===== config.mk =====
export PLATFORM = sky130hd
export DESIGN_NAME = spart_tx
export DESIGN_NICKNAME = d
export VERILOG_FILES = /design/src/rtl/spart_pkg.sv /design/src/rtl/spart_tx_fifo.sv /design/src/rtl/spart_tx.sv
export SDC_FILE = /design/constraint.sdc
export NUM_CORES = 1
export LEC_CHECK = 0
export ABC_AREA = 0
export CELL_PAD_IN_SITES_DETAIL_PLACEMENT = 0
export CELL_PAD_IN_SITES_GLOBAL_PLACEMENT = 2
export CORE_AREA = 2 2 92 94
export CTS_CLUSTER_DIAMETER = 60
export DETAILED_ROUTE_END_ITERATION = 10
export DIE_AREA = 0 0 94 96
export PLACE_DENSITY_LB_ADDON = 0.1
export SLEW_MARGIN = 25
export SYNTH_ARGS = -nofsm -noshare
export SYNTH_HDL_FRONTEND = slang
export SYNTH_SLANG_ARGS = --single-unit

===== constraint.sdc =====
create_clock -name clk -period 3.1 [get_ports clk]
set_input_delay 0.62 -clock clk [delete_from_list [all_inputs] [get_ports clk]]
set_output_delay 0.62 -clock clk [all_outputs]
set_load 0.03 [all_outputs]

===== src/rtl/spart_pkg.sv =====
// Shared definitions for the SPART transmit and receive sides:
// line-state encoding, frame constants and a parity helper.
package spart_pkg;

    // Serial FSM states; PARITY is only reachable when parity framing is built in.
    typedef enum logic [2:0] {
        IDLE   = 3'd0,
        START  = 3'd1,
        DATA   = 3'd2,
        STOP   = 3'd3,
        PARITY = 3'd4
    } spart_state_e;

    localparam int   DATA_BITS   = 8;
    localparam logic START_LEVEL = 1'b0;
    localparam logic STOP_LEVEL  = 1'b1;
    localparam logic IDLE_LEVEL  = 1'b1;

    // Even parity bit: XOR of all data bits.
    function automatic logic even_parity(input logic [DATA_BITS-1:0] d);
        return ^d;
    endfunction

endpackage


===== src/rtl/spart_tx_fifo.sv =====
// Small byte FIFO in front of the SPART serializer.
// The head entry is read combinationally so the serializer can load it
// on the same edge that pops it.
module spart_tx_fifo
    import spart_pkg::*;
#(
    parameter int DEPTH = 4
) (
    input  logic                   clk,
    input  logic                   rst,
    input  logic                   wr,
    input  logic [DATA_BITS-1:0]   wdata,
    input  logic                   rd,
    output logic [DATA_BITS-1:0]   rdata,
    output logic [$clog2(DEPTH):0] count,
    output logic                   full,
    output logic                   empty
);

    localparam int AW = $clog2(DEPTH);

    logic [DATA_BITS-1:0] mem [DEPTH];
    logic [AW-1:0]        wr_ptr_reg;
    logic [AW-1:0]        rd_ptr_reg;
    logic [AW:0]          count_reg;
    logic                 do_wr;
    logic                 do_rd;

    // full/empty come from the registered count, so a push while full is
    // rejected even if a pop happens in the same cycle.
    assign full  = (count_reg == (AW+1)'(DEPTH));
    assign empty = (count_reg == '0);
    assign do_wr = wr & ~full;
    assign do_rd = rd & ~empty;
    assign rdata = mem[rd_ptr_reg];
    assign count = count_reg;

    // Storage write; contents need no reset since count guards every read.
    always_ff @(posedge clk) begin
        if (do_wr) begin
            mem[wr_ptr_reg] <= wdata;
        end
    end

    // Pointers wrap naturally at the power-of-two depth; count tracks occupancy.
    always_ff @(posedge clk) begin
        if (rst) begin
            wr_ptr_reg <= '0;
            rd_ptr_reg <= '0;
            count_reg  <= '0;
        end else begin
            if (do_wr) begin
                wr_ptr_reg <= wr_ptr_reg + 1'b1;
            end
            if (do_rd) begin
                rd_ptr_reg <= rd_ptr_reg + 1'b1;
            end
            case ({do_wr, do_rd})
                2'b10:   count_reg <= count_reg + 1'b1;
                2'b01:   count_reg <= count_reg - 1'b1;
                default: count_reg <= count_reg;
            endcase
        end
    end

endmodule


===== src/rtl/spart_tx.sv =====
// SPART transmitter: byte FIFO plus asynchronous serializer.
// Default frame is 8N1 (10 bit times). Defining SPART_TX_PARITY_EN inserts
// an even-parity bit before the stop bit, giving 8E1 (11 bit times).
// Back-to-back frames are sent with no idle gap between stop and next start.
module spart_tx
    import spart_pkg::*;
#(
    parameter int          DEPTH    = 4,
    parameter logic [15:0] BAUD_DIV = 16'd434,
    parameter int          CNT_W    = 16
) (
    input  logic                   clk,
    input  logic                   rst,
    input  logic                   send,
    input  logic [7:0]             send_data,
    output logic                   full,
    output logic                   txd,
    output logic                   tx_busy,
    output logic [$clog2(DEPTH):0] tx_count
);

    spart_state_e         state_reg;
    logic [CNT_W-1:0]     baud_cnt_reg;
    logic [2:0]           bit_idx_reg;
    logic [DATA_BITS-1:0] shift_reg;
    logic                 txd_reg;
`ifdef SPART_TX_PARITY_EN
    logic                 parity_reg;
`endif

    logic                 bit_done;
    logic                 fifo_rd;
    logic                 fifo_empty;
    logic                 fifo_full;
    logic [DATA_BITS-1:0] fifo_rdata;
    logic [$clog2(DEPTH):0] fifo_count;

    assign bit_done = (baud_cnt_reg == CNT_W'(BAUD_DIV - 16'd1));

    // The FIFO only pops when it is non-empty, matching the FSM load points.
    assign fifo_rd = (state_reg == IDLE) || ((state_reg == STOP) && bit_done);

    spart_tx_fifo #(
        .DEPTH (DEPTH)
    ) u_fifo (
        .clk   (clk),
        .rst   (rst),
        .wr    (send),
        .wdata (send_data),
        .rd    (fifo_rd),
        .rdata (fifo_rdata),
        .count (fifo_count),
        .full  (fifo_full),
        .empty (fifo_empty)
    );

    assign full     = fifo_full;
    assign tx_count = fifo_count;
    assign txd      = txd_reg;
    assign tx_busy  = (state_reg != IDLE) || !fifo_empty;

    // Serializer FSM: txd is registered and set together with each state
    // change, so every bit level holds for exactly BAUD_DIV clocks.
    always_ff @(posedge clk) begin
        if (rst) begin
            state_reg    <= IDLE;
            baud_cnt_reg <= '0;
            bit_idx_reg  <= '0;
            shift_reg    <= '0;
            txd_reg      <= IDLE_LEVEL;
`ifdef SPART_TX_PARITY_EN
            parity_reg   <= 1'b0;
`endif
        end else begin
            case (state_reg)
                IDLE: begin
                    baud_cnt_reg <= '0;
                    txd_reg      <= IDLE_LEVEL;
                    if (!fifo_empty) begin
                        shift_reg <= fifo_rdata;
`ifdef SPART_TX_PARITY_EN
                        parity_reg <= even_parity(fifo_rdata);
`endif
                        state_reg <= START;
                        txd_reg   <= START_LEVEL;
                    end
                end

                START: begin
                    if (bit_done) begin
                        baud_cnt_reg <= '0;
                        bit_idx_reg  <= '0;
                        state_reg    <= DATA;
                        txd_reg      <= shift_reg[0];
                    end else begin
                        baud_cnt_reg <= baud_cnt_reg + 1'b1;
                    end
                end

                DATA: begin
                    if (bit_done) begin
                        baud_cnt_reg <= '0;
                        shift_reg    <= shift_reg >> 1;
                        bit_idx_reg  <= bit_idx_reg + 1'b1;
                        if (bit_idx_reg == 3'(DATA_BITS - 1)) begin
`ifdef SPART_TX_PARITY_EN
                            state_reg <= PARITY;
                            txd_reg   <= parity_reg;
`else
                            state_reg <= STOP;
                            txd_reg   <= STOP_LEVEL;
`endif
                        end else begin
                            // Next bit is the one about to shift into position 0.
                            txd_reg <= shift_reg[1];
                        end
                    end else begin
                        baud_cnt_reg <= baud_cnt_reg + 1'b1;
                    end
                end

`ifdef SPART_TX_PARITY_EN
                PARITY: begin
                    if (bit_done) begin
                        baud_cnt_reg <= '0;
                        state_reg    <= STOP;
                        txd_reg      <= STOP_LEVEL;
                    end else begin
                        baud_cnt_reg <= baud_cnt_reg + 1'b1;
                    end
                end
`endif

                STOP: begin
                    if (bit_done) begin
                        baud_cnt_reg <= '0;
                        if (!fifo_empty) begin
                            // Chain straight into the next frame, no idle gap.
                            shift_reg <= fifo_rdata;
`ifdef SPART_TX_PARITY_EN
                            parity_reg <= even_parity(fifo_rdata);
`endif
                            state_reg <= START;
                            txd_reg   <= START_LEVEL;
                        end else begin
                            state_reg <= IDLE;
                            txd_reg   <= IDLE_LEVEL;
                        end
                    end else begin
                        baud_cnt_reg <= baud_cnt_reg + 1'b1;
                    end
                end

                default: begin
                    state_reg    <= IDLE;
                    baud_cnt_reg <= '0;
                    txd_reg      <= IDLE_LEVEL;
                end
            endcase
        end
    end

endmodule


==> impl_summary.txt, run 1 <==
----------------------------------------------------
[Synthesis]
  EDFF count, synth ... 32
  Syn. warnings ... 0
  Number of cells produced by synthesis ... about 270
  Most common cell in the synthesized netlist ... dfxtp_1
  Dominant cell type by area after synthesis ... edfxtp_1
  Fraction of synthesis flops using an asynchronous set or reset pin ... 0%
  Synth top area cells ... edfxtp_1 (30%), dfxtp_1 (24%), mux4_2 (5.6%)
  Total standard cell area after synthesis ... 3240 µm²
  Synthesized area per cell ... 12.2 µm²
  Primary flip-flop cell chosen by synthesis mapping ... dfxtp_1
  Top cells by instance count after synthesis ... dfxtp_1 (39), edfxtp_1 (32), nor2_1 (23)
  Sequential element share of the synthesized area ... 53.7%
  Post-Syn Nets ... slightly below 300
  Number of distinct library cells after synthesis ... 43
  Flip-flop and latch count after synthesis ... 71
  Synth top area share ... between 20 and 30%

[Placed design]
  Worst slack at placement ... between 400 and 500 ps
  Estimated wirelength of the detail-placed design ... around 4200 µm
  Post-Place Cell Area ... around 3500 µm²
  Number of buffer cells added on primary ports ... 16
  Global placer's final weighted congestion ... approximately 0.74

[Global routing]
  Via count of the first global-routing pass ... ~2000
  Global-route usage over all layers ... 15.1%
  Global-route met3 utilization ... under 10%
  Met1 layer usage reported by global route ... 21.8%
  Global route overflow ... 0
  Largest net degree at the start of global routing ... 20
  Wire length of the first global-routing pass ... around 10000 µm
  Antenna violations before repair ... 0
  Most Used Layer, Global Route ... met1
  Met2 demand-to-capacity share in global routing ... a little over a fifth

[Worst hold path]
  Class of the tightest hold or removal check ... reg -> reg

[Final layout]
  # nets final ... 308
  Flip-flop count of the largest register after layout ... 32
  # diodes ... 0
  Ratio of cells with drive above 1 in the final layout ... about an eighth
  Cell area after layout ... roughly 3700 µm²
  Synthesis-to-layout area growth ... 13.4%

[Setup path]
  Required time of the worst setup path ... 3390 ps
  Largest fanout on the critical path ... 4
  Worst setup EP type ... flop
  Kind of start point of the critical path ... flop
  Arrival time of data at the critical path endpoint ... 2900 ps
  Category of the critical setup timing path ... reg -> reg

[Routing]
  Avg WL per Cell ... roughly 15 µm
  Violation count after the first detailed-routing iteration ... between 60 and 70
  Post-detailed-routing wire length ... between 6000 and 7000 µm
  Vias after detailed routing ... slightly above 2000
  Vias per inst ... approximately 5.2
  Number of search-and-repair iterations in the first detailed-routing pass ... 4
  Post-DRT Antenna Nets ... 0
  Drc violations ... 0

[Die]
  Full die area ... roughly 9000 µm²
  Die X-Extent ... around 94 µm
  Starting Density ... about two fifths
  Ports ... 17
  Die outline height ... 96 µm
  Placeable core region ... about 8100 µm²
  Floorplan row count ... 33

[CTS]
  Maximum clock insertion buffer count ... 2
  Post-CTS Hold Buffers ... 0
  H-Tree Depth ... 3
  CTS Buf Count ... 9
  Clock tree from TritonCTS ... done
  Post-CTS Setup Inserts ... 0
  TritonCTS Sinks ... 71
  Total of cells resized after clock tree synthesis ... 0
  Library cell used as clock root buffer ... clkbuf_8
  Clock edge transition at the registers on the reported setup and hold paths ... ~90 ps
  Worst skew pair latency ... around 360 ps

[Power and ir drop]
  Highest ir drop seen on vdd ... ~0.00037 V
  Pwr Density ... between 700 and 800 nW/µm²
  Leak ... 1.24 nW

[STA]
  Final critical-path required period ... between 2000 and 3000 ps
  RSZ-0062 raised after global routing ... no
  Fmax ... roughly 380 MHz
  Final setup vio count ... 0
  Final hold viol count ... 0
  Share of the cycle needed by the critical path after routing ... approximately 84%
  Worst hold slack ... between 400 and 500 ps
  Final worst slack ... slightly below 500 ps
  Rel. slew slack ... between 40 and 50%
  Pin slew with the least headroom to its limit ... between 800 and 900 ps
  Final count of pins violating max slew ... 0
  Setup TNS ... 0 ps
  Clock skew ... roughly 17 ps

[Run]
  Number of max-cap violations ... 0

[Run status]
  Run status ... finished clean

----------------------------------------------------
path summary, 6_finish.rpt:
path | to | startpoint | cells past startpoint | slack [ps]
worst max-delay path | u_fifo.count[2]$_SDFFE_PP0P_ | baud_cnt_reg[12]$_SDFF_PP0_ | 9 | 490
worst min-delay path | shift_reg[7]$_SDFFE_PP0P_ | shift_reg[7]$_SDFFE_PP0P_ | 2 | 460
worst max register to register | u_fifo.count[2]$_SDFFE_PP0P_ | baud_cnt_reg[12]$_SDFF_PP0_ | 9 | 490
worst min register to register | shift_reg[7]$_SDFFE_PP0P_ | shift_reg[7]$_SDFFE_PP0P_ | 2 | 460
final cells by class:
class / count / area [µm²]
Fill cell: 762 / 4370
Sequential cell: 71 / 1740
Multi-Input combinational cell: 168 / 1390
Timing Repair Buffer: 19 / 183
Tap cell: 105 / 131
Clock buffer: 9 / 124
Clock inverter: 7 / 61.3
Inverter: 13 / 48.8
critical path: stages, from the launching register on:
cell     delay, ps
dfxtp_1        350
nor4_2         400
a41oi_1        250
nor2_1         300
ha_1           230
inv_1           60
fa_1           370
xor2_1         160
or3_1          300
a21oi_1        130
routing by layer:
metal  up-vias  wire length (µm)
li1       1014                 -
met1       978              3100
met2        26              2620
met3        10               214
met4         0               128
met5         -                 0
stage by stage:
| step | power [mW] | instances | utilization [%] |
|---|---|---|---|
| after CTS | 2.80 | 392 | 45.7 |
| after global routing | 2.94 | 392 | 45.7 |
| after floorplan | 1.84 | 265 | - |
| after detailed placement | 2.08 | 376 | 43.4 |
| final | 2.75 | 392 | 45.7 |
| after global placement | 2.09 | 376 | 43.4 |
power by group:
| part | switching, mW | internal [mW] | total, mW |
|---|---|---|---|
| Sequential | 0.0916 | 1.11 | 1.20 |
| Combinational | 0.478 | 0.369 | 0.847 |
| Clock | 0.403 | 0.306 | 0.709 |
| Total | 0.973 | 1.78 | 2.75 |
logic make-up after synthesis:
kind of cell | after synthesis | share of synthesized area [%]
flip-flops | 71 | 53.7
multiplexers | 21 | 9.65
AND/OR/NAND/NOR | 75 | 12.5
buffers and inverters | 26 | 3.47
XOR/XNOR | 14 | 3.78
AO/OA/AOI/OAI | 43 | 10.8
adder cells (fa/ha/maj) | 15 | 6.02
cell usage in the layout (no fill, tap or decap), types with 2 or more instances in the layout:
cell             synthesis  final
dfxtp_1                 39     39
edfxtp_1                32     32
nor2_1                  23     23
clkdlybuf4s50_1          0     16
ha_1                    14     14
inv_1                   13     13
nand2_1                 12     12
mux2i_1                 11     11
a21oi_1                 10     10
xor2_1                   9      9
clkbuf_8                 0      9
o21ai_0                  8      8
mux4_2                   8      8
a31o_1                   7      7
nand3_1                  6      6
a2111oi_2                6      6
and2_1                   5      5
xnor2_1                  5      5
nor3_1                   4      4
and4_1                   4      4
nand4_1                  4      4
o31ai_1                  4      4
or4_1                    4      4
or3_1                    3      3
inv_6                    0      3
buf_4                    0      3
nor4_2                   2      2
nor3b_1                  2      2
mux2_1                   2      2
clkinvlp_4               0      2
Power figures use the tool's default switching activity.
==> run 2, diff against run 1 <==
- clock period: 3.1 -> 2.7 ns (I/O delays scaled with it)
==> run 2 against run 1 <==
Net effect:
- clock skew decreased by 6.8 ps
- sequential share of layout area shrank 0.75 points
- utilization is 0.73 points higher
==> impl_summary.txt, run 2 (synthesized netlist as in run 1, its figures left out) <==
----------------------------------------------------
[STA]
  Final setup vio count ... 0 (unchanged)
  Clock skew ... 10.6 ps (-6.75 ps)
  Setup TNS ... 0 ps (unchanged)
  Final hold viol count ... 0 (unchanged)
  Pin slew with the least headroom to its limit ... 596 ps (-283 ps)
  Fmax ... 397 MHz (+3.8%)
  Final critical-path required period ... 2520 ps (-94.9 ps)
  Rel. slew slack ... 60.2% (+19 points)
  Final count of pins violating max slew ... 0 (unchanged)
  Share of the cycle needed by the critical path after routing ... 93.3% (+9.0 points)

[CTS]
  Maximum clock insertion buffer count ... 2 (unchanged)
  Clock tree from TritonCTS ... done
  Library cell used as clock root buffer ... clkbuf_8
  H-Tree Depth ... 3 (unchanged)
  CTS Buf Count ... 9 (unchanged)
  Post-CTS Setup Inserts ... 0 (unchanged)
  TritonCTS Sinks ... 71 (unchanged)
  Clock edge transition at the registers on the reported setup and hold paths ... 80 ps (about the same)
  Worst skew pair latency ... 350 ps (about the same)
  Post-CTS Hold Buffers ... 0 (unchanged)

[Setup path]
  Number of cells on the worst reg-to-reg path ... 10 (+1)
  Largest fanout on the critical path ... 5 (+1)
  Kind of start point of the critical path ... flop
  Critical path buffers and inverters ... 1 (unchanged)
  Startpoint of the worst-slack reg-to-reg timing path ... baud_cnt_reg[0]$_SDFF_PP0_
  Cell family with most CP delay ... simple AND/OR/NAND/NOR gates
  Arrival time of data at the critical path endpoint ... 2790 ps (-110 ps)
  Worst path cell trace ... ha_1 > and4bb_1 > a41oi_1 > nor2_2 > ha_1 > inv_1 > fa_1 > xor2_1 > or3_1 > a21oi_1
  Required time of the worst setup path ... 2980 ps (-410 ps)
  Worst setup EP type ... flop
  Worst flop-to-flop path endpoint ... u_fifo.count[2]$_SDFFE_PP0P_
  Category of the critical setup timing path ... reg -> reg
  Internal reg-to-reg setup slack ... 180 ps (-310 ps)
  Worst path max stage delay ... 410 ps (about the same)
  CP dominant cell by count ... ha_1
  Cell type of the slowest stage on the worst timing path ... dfxtp_1

[Worst hold path]
  Min-Delay Path Depth ... 2 (unchanged)
  Class of the tightest hold or removal check ... reg -> reg
  Startpoint of the worst hold path ... shift_reg[7]$_SDFFE_PP0P_
  Worst Hold Endpoint ... shift_reg[7]$_SDFFE_PP0P_

[Die]
  Die X-Extent ... 94 µm (unchanged)
  Full die area ... 9020 µm² (unchanged)
  Die outline height ... 96 µm (unchanged)
  Starting Density ... 40.3% (unchanged)
  Ports ... 17 (unchanged)
  Floorplan row count ... 33 (unchanged)
  Placeable core region ... 8050 µm² (unchanged)

[Routing]
  Post-detailed-routing wire length ... 6200 µm (+2.2%)
  Drc violations ... 0 (unchanged)
  Number of search-and-repair iterations in the first detailed-routing pass ... 4 (unchanged)
  Vias per inst ... 5.18 (about the same)
  Vias after detailed routing ... 2065 (+1.8%)
  Post-DRT Antenna Nets ... 0 (unchanged)
  Violation count after the first detailed-routing iteration ... 75 (+14%)
  Avg WL per Cell ... 15.5 µm (+0.40%)

[Final layout]
  Synthesis-to-layout area growth ... 15.2%
  Ratio of cells with drive above 1 in the final layout ... 15.6% (+2.8 points)
  Filler-free cell count of the finished design ... 399 (+1.8%)
  # diodes ... 0 (unchanged)
  Flip-flop count of the largest register after layout ... 32 (unchanged)
  Commonest non-fill, non-tap cell in the layout ... dfxtp_1
  # nets final ... 315 (+2.3%)
  Most used cells in the layout excluding fill and tap cells ... dfxtp_1 (39), edfxtp_1 (32), nor2_1 (22)
  Fill count ... 761 (-0.13%)

[Global routing]
  Global-route usage over all layers ... 15.4% (+0.32 points)
  Global route overflow ... 0 (unchanged)
  Antenna violations before repair ... 0 (unchanged)
  Wire length of the first global-routing pass ... 10500 µm (+2.4%)
  Via count of the first global-routing pass ... 2057 (+3.1%)
  Largest net degree at the start of global routing ... 20 (unchanged)

[Power and ir drop]
  Net switching share of the total power ... 35.2% (-0.15 points)
  P_int ... 2.07 mW (+16%)
  Net switching power ... 1.12 mW (+15%)
  Proportion of power drawn by flip-flops and latches ... 42.8% (-0.7 points)
  Leak ... 1.28 nW (+2.8%)
  Pwr Density ... 855 nW/µm² (+14%)
  Clock share of power ... 24.9% (-0.8 points)
  Combinational power share ... 32.3% (+1.6 points)
  Highest ir drop seen on vdd ... 0.000634 V (+71%)

[Placed design]
  Estimated wirelength of the detail-placed design ... 4240 µm (+1.6%)
  Placed Instances ... 383 (+1.9%)
  Number of buffer cells added on primary ports ... 16 (unchanged)
  Global placer's final weighted congestion ... 0.700 (-5.7%)

[Run]
  Number of max-cap violations ... 0 (unchanged)

[Run status]
  Run status ... finished clean

----------------------------------------------------
run 2: cell types whose count changed in the layout (fill, tap and decap cells not counted):
| cell | change |
|---|---|
| nor3b_2 | +1 |
| clkinvlp_4 | +1 |
| nor2_1 | -1 |
| clkinv_4 | -1 |
| nor2_2 | +1 |
| nor3b_1 | -1 |
| buf_4 | +7 |
run 2: area by class of cell:
cell class | count | area [µm²] | share of cell area [%]
Inverter | 13 | 48.8 | 1.31
Clock inverter | 7 | 60.1 | 1.61
Clock buffer | 9 | 124 | 3.32
Sequential cell | 71 | 1740 | 46.6
Tap cell | 105 | 131 | 3.52
Timing Repair Buffer | 26 | 235 | 6.30
Multi-Input combinational cell | 168 | 1400 | 37.3
run 2: repair_timing:
item / 4_1_cts / 5_1_grt
endpoints found under the setup margin: 0 / 1
resized for setup: 0 / 1
endpoints found under the hold margin: 0 / 0
run 2: metal layers:
layer,vias to the layer above,part of all wire [%],track usage [%]
li1,1034,-,-
met1,991,51,22.3
met2,31,44,22.1
met3,9,3.3,3.92
met4,0,1.6,6.52
met5,-,0,0
run 2: power groups by stage:
stage	Clock, mW	Combinational [mW]	Sequential, mW
after detailed placement	0	1.03	1.39
after floorplan	0	0.720	1.40
after global placement	0	1.04	1.39
after global routing	0.870	1.15	1.39
after CTS	0.825	1.04	1.37
final	0.796	1.03	1.37
run 2: worst reg2reg max path, cell delays in order (launching register included):
cell      delay (ps)
dfxtp_1          410
ha_1             160
and4bb_1         250
a41oi_1          180
nor2_2           210
ha_1             210
inv_1             60
fa_1             370
xor2_1           160
or3_1            300
a21oi_1          130
run 2: metrics by stage:
step / power (mW) / utilization (%) / hold WS, ps / setup WS, ps / instance area, µm²
4_1_cts: 3.23 / 46.4 / 464 / 89.2 / 3730
6_report: 3.19 / 46.4 / 461 / 182 / 3740
3_3_place_gp: 2.43 / 44.1 / 448 / 201 / 3550
3_5_place_dp: 2.42 / 44.1 / 452 / 111 / 3550
5_1_grt: 3.41 / 46.4 / 489 / -32.7 / 3740
2_1_floorplan: 2.12 / - / 438 / 84.5 / 3250
run 2: worst max path at each step:
stage | start | to | slack [ps] | cells past startpoint
floorplan | u_fifo.count[2]$_SDFFE_PP0P_ | u_fifo.count[2]$_SDFFE_PP0P_ | 80 | 10
global placement | baud_cnt_reg[0]$_SDFF_PP0_ | u_fifo.count[2]$_SDFFE_PP0P_ | 200 | 10
detailed placement | baud_cnt_reg[0]$_SDFF_PP0_ | u_fifo.count[2]$_SDFFE_PP0P_ | 110 | 10
CTS | baud_cnt_reg[0]$_SDFF_PP0_ | u_fifo.count[2]$_SDFFE_PP0P_ | 90 | 10
global route | baud_cnt_reg[0]$_SDFF_PP0_ | u_fifo.count[2]$_SDFFE_PP0P_ | -30 | 10
finish | baud_cnt_reg[0]$_SDFF_PP0_ | u_fifo.count[2]$_SDFFE_PP0P_ | 180 | 10
==> run 3, diff against run 2 <==
- CAP_MARGIN: default -> 20
- CORE_AREA: 2 2 92 94 -> 3 3 93 95
- DIE_AREA: 0 0 94 96 -> 0 0 96 98
==> run 3 against run 2 <==
Net effect:
- power up 2.7%
- first-iteration DRC count down 19%
- clock skew down 0.90 ps
- worst hold slack worse by 1.4 ps
- fmax down 0.37%
==> impl_summary.txt, run 3 (synthesized netlist as in run 1, its figures left out) <==
----------------------------------------------------
[Final layout]
  Synthesis-to-layout area growth ... 15.8%
  Filler-free cell count of the finished design ... 395 (-1.0%)
  Fill count ... 751 (-1.3%)
  Flip-flop count of the largest register after layout ... 32 (unchanged)
  # nets final ... 314 (-0.32%)
  Commonest non-fill, non-tap cell in the layout ... dfxtp_1
  # diodes ... 0 (unchanged)
  Most used cells in the layout excluding fill and tap cells ... dfxtp_1 (38), edfxtp_1 (32), nor2_1 (22)
  Ratio of cells with drive above 1 in the final layout ... 15.7% (+0.053 points)

[CTS]
  CTS Buf Count ... 9 (unchanged)
  Library cell used as clock root buffer ... clkbuf_8
  Clock tree from TritonCTS ... done
  Worst skew pair latency ... 340 ps (about the same)
  TritonCTS Sinks ... 71 (unchanged)
  H-Tree Depth ... 3 (unchanged)
  Post-CTS Hold Buffers ... 0 (unchanged)
  Clock edge transition at the registers on the reported setup and hold paths ... 70 ps (about the same)
  Maximum clock insertion buffer count ... 2 (unchanged)

[Worst hold path]
  Worst Hold Endpoint ... baud_cnt_reg[0]$_SDFF_PP0_
  Class of the tightest hold or removal check ... reg -> reg
  Startpoint of the worst hold path ... baud_cnt_reg[0]$_SDFF_PP0_
  Min-Delay Path Depth ... 1 (-1)

[Placed design]
  Placed Instances ... 377 (-1.6%)
  Global placer's final weighted congestion ... 0.754 (+7.7%)
  Number of buffer cells added on primary ports ... 16 (unchanged)
  Worst slack at placement ... 177 ps (+66.2 ps)
  Estimated wirelength of the detail-placed design ... 4310 µm (+1.7%)

[STA]
  Final hold viol count ... 0 (unchanged)
  Final count of pins violating max slew ... 0 (unchanged)
  Final critical-path required period ... 2530 ps (+9.23 ps)
  Pin slew with the least headroom to its limit ... 552 ps (-44.7 ps)
  Clock skew ... 9.73 ps (-0.896 ps)
  Final worst slack ... 173 ps (-9.23 ps)
  Rel. slew slack ... 63.2% (+2.9 points)
  Final setup vio count ... 0 (unchanged)
  RSZ-0062 raised after global routing ... no
  Share of the cycle needed by the critical path after routing ... 93.6% (+0.34 points)
  Fmax ... 396 MHz (-0.37%)
  Setup TNS ... 0 ps (unchanged)

[Setup path]
  Required time of the worst setup path ... 2160 ps (-820 ps)
  Kind of start point of the critical path ... flop
  Largest fanout on the critical path ... 5 (unchanged)
  Startpoint of the worst-slack reg-to-reg timing path ... state_reg[1]$_SDFFE_PP0P_
  Worst setup EP type ... output pin
  Internal reg-to-reg setup slack ... 230 ps (+50 ps)
  Number of cells on the worst reg-to-reg path ... 10 (unchanged)
  Arrival time of data at the critical path endpoint ... 1990 ps (-800 ps)
  Category of the critical setup timing path ... reg -> out
  Worst flop-to-flop path endpoint ... u_fifo.count[2]$_SDFFE_PP0P_

[Die]
  Die outline height ... 98 µm (+2.1%)
  Die X-Extent ... 96 µm (+2.1%)
  Floorplan row count ... 32 (-3.0%)
  Ports ... 17 (unchanged)
  Full die area ... 9410 µm² (+4.3%)
  Starting Density ... 41.5% (+1.3 points)
  Placeable core region ... 7810 µm² (-3.0%)

[Global routing]
  Global route overflow ... 0 (unchanged)
  Wire length of the first global-routing pass ... 10500 µm (about the same)
  Largest net degree at the start of global routing ... 20 (unchanged)
  Antenna violations before repair ... 0 (unchanged)
  Via count of the first global-routing pass ... 2075 (+0.88%)
  Global-route usage over all layers ... 14.5% (-0.95 points)

[Routing]
  Number of search-and-repair iterations in the first detailed-routing pass ... 4 (unchanged)
  Avg WL per Cell ... 15.6 µm (+0.52%)
  Post-detailed-routing wire length ... 6170 µm (-0.48%)
  Vias per inst ... 5.23 (+1.0%)
  Post-DRT Antenna Nets ... 0 (unchanged)
  Drc violations ... 0 (unchanged)
  Violation count after the first detailed-routing iteration ... 61 (-19%)
  Vias after detailed routing ... 2065 (unchanged)

[Run status]
  Run status ... finished clean

[Run]
  Number of max-cap violations ... 0 (unchanged)

[Power and ir drop]
  Highest ir drop seen on vdd ... 0.000452 V (-29%)
  Pwr Density ... 874 nW/µm² (+2.2%)
  Leak ... 1.29 nW (+0.64%)

----------------------------------------------------
[run 3: repair_timing]
action                                  CTS  global route
endpoints found under the setup margin    0             1
hold endpoints to repair                  0             0
gates resized for setup                   0             3
buffers inserted                          0             2
[run 3: through the flow]
step           power, mW  utilization (%)  instance area [µm²]  hold slack (ps)
5_1_grt             3.50             48.1                 3750              493
3_5_place_dp        2.42             45.1                 3520              464
2_1_floorplan       2.12                -                 3250              438
6_report            3.28             48.1                 3750              460
3_3_place_gp        2.43             45.1                 3520              452
4_1_cts             3.28             47.7                 3730              478
[run 3: worst max-delay path by stage]
stage	start	endpoint	slack, ps	cells past startpoint
after CTS	baud_cnt_reg[0]$_SDFF_PP0_	u_fifo.count[2]$_SDFFE_PP0P_	140	10
after detailed placement	baud_cnt_reg[0]$_SDFF_PP0_	u_fifo.count[2]$_SDFFE_PP0P_	180	10
after floorplan	u_fifo.count[2]$_SDFFE_PP0P_	u_fifo.count[2]$_SDFFE_PP0P_	80	10
final	u_fifo.count[0]$_SDFFE_PP0P_	tx_busy	170	4
after global routing	baud_cnt_reg[1]$_SDFF_PP0_	u_fifo.count[2]$_SDFFE_PP0P_	20	11
after global placement	baud_cnt_reg[0]$_SDFF_PP0_	u_fifo.count[2]$_SDFFE_PP0P_	250	10
[run 3: routing by layer]
metal | wire, µm | vias to the layer above | part of all wire, % | GRT usage (%)
li1 | - | 1031 | - | -
met1 | 3190 | 999 | 52 | 21.3
met2 | 2730 | 28 | 44 | 20.5
met3 | 156 | 7 | 2.5 | 3.70
met4 | 95 | 0 | 1.5 | 5.25
met5 | 0 | - | 0 | 0
[run 3: worst max-delay path, stage by stage, from the launching register on]
cell	delay, ps
dfxtp_1	310
buf_4	150
nor3_1	430
nand2_1	140
clkdlybuf4s50_1	620
[run 3: layout make-up]
type | count | area [µm²] | share of cell area (%)
clock inverters | 7 | 78.8 | 2.10
inverters | 13 | 48.8 | 1.30
multi-input cells | 168 | 1400 | 37.4
repair buffers | 25 | 228 | 6.07
well taps | 102 | 128 | 3.40
clock buffers | 9 | 124 | 3.30
flip-flops and latches | 71 | 1740 | 46.4
[run 3: power breakdown]
part,internal (mW),switching (mW)
Sequential,1.27,0.0998
Clock,0.434,0.425
Combinational,0.468,0.580
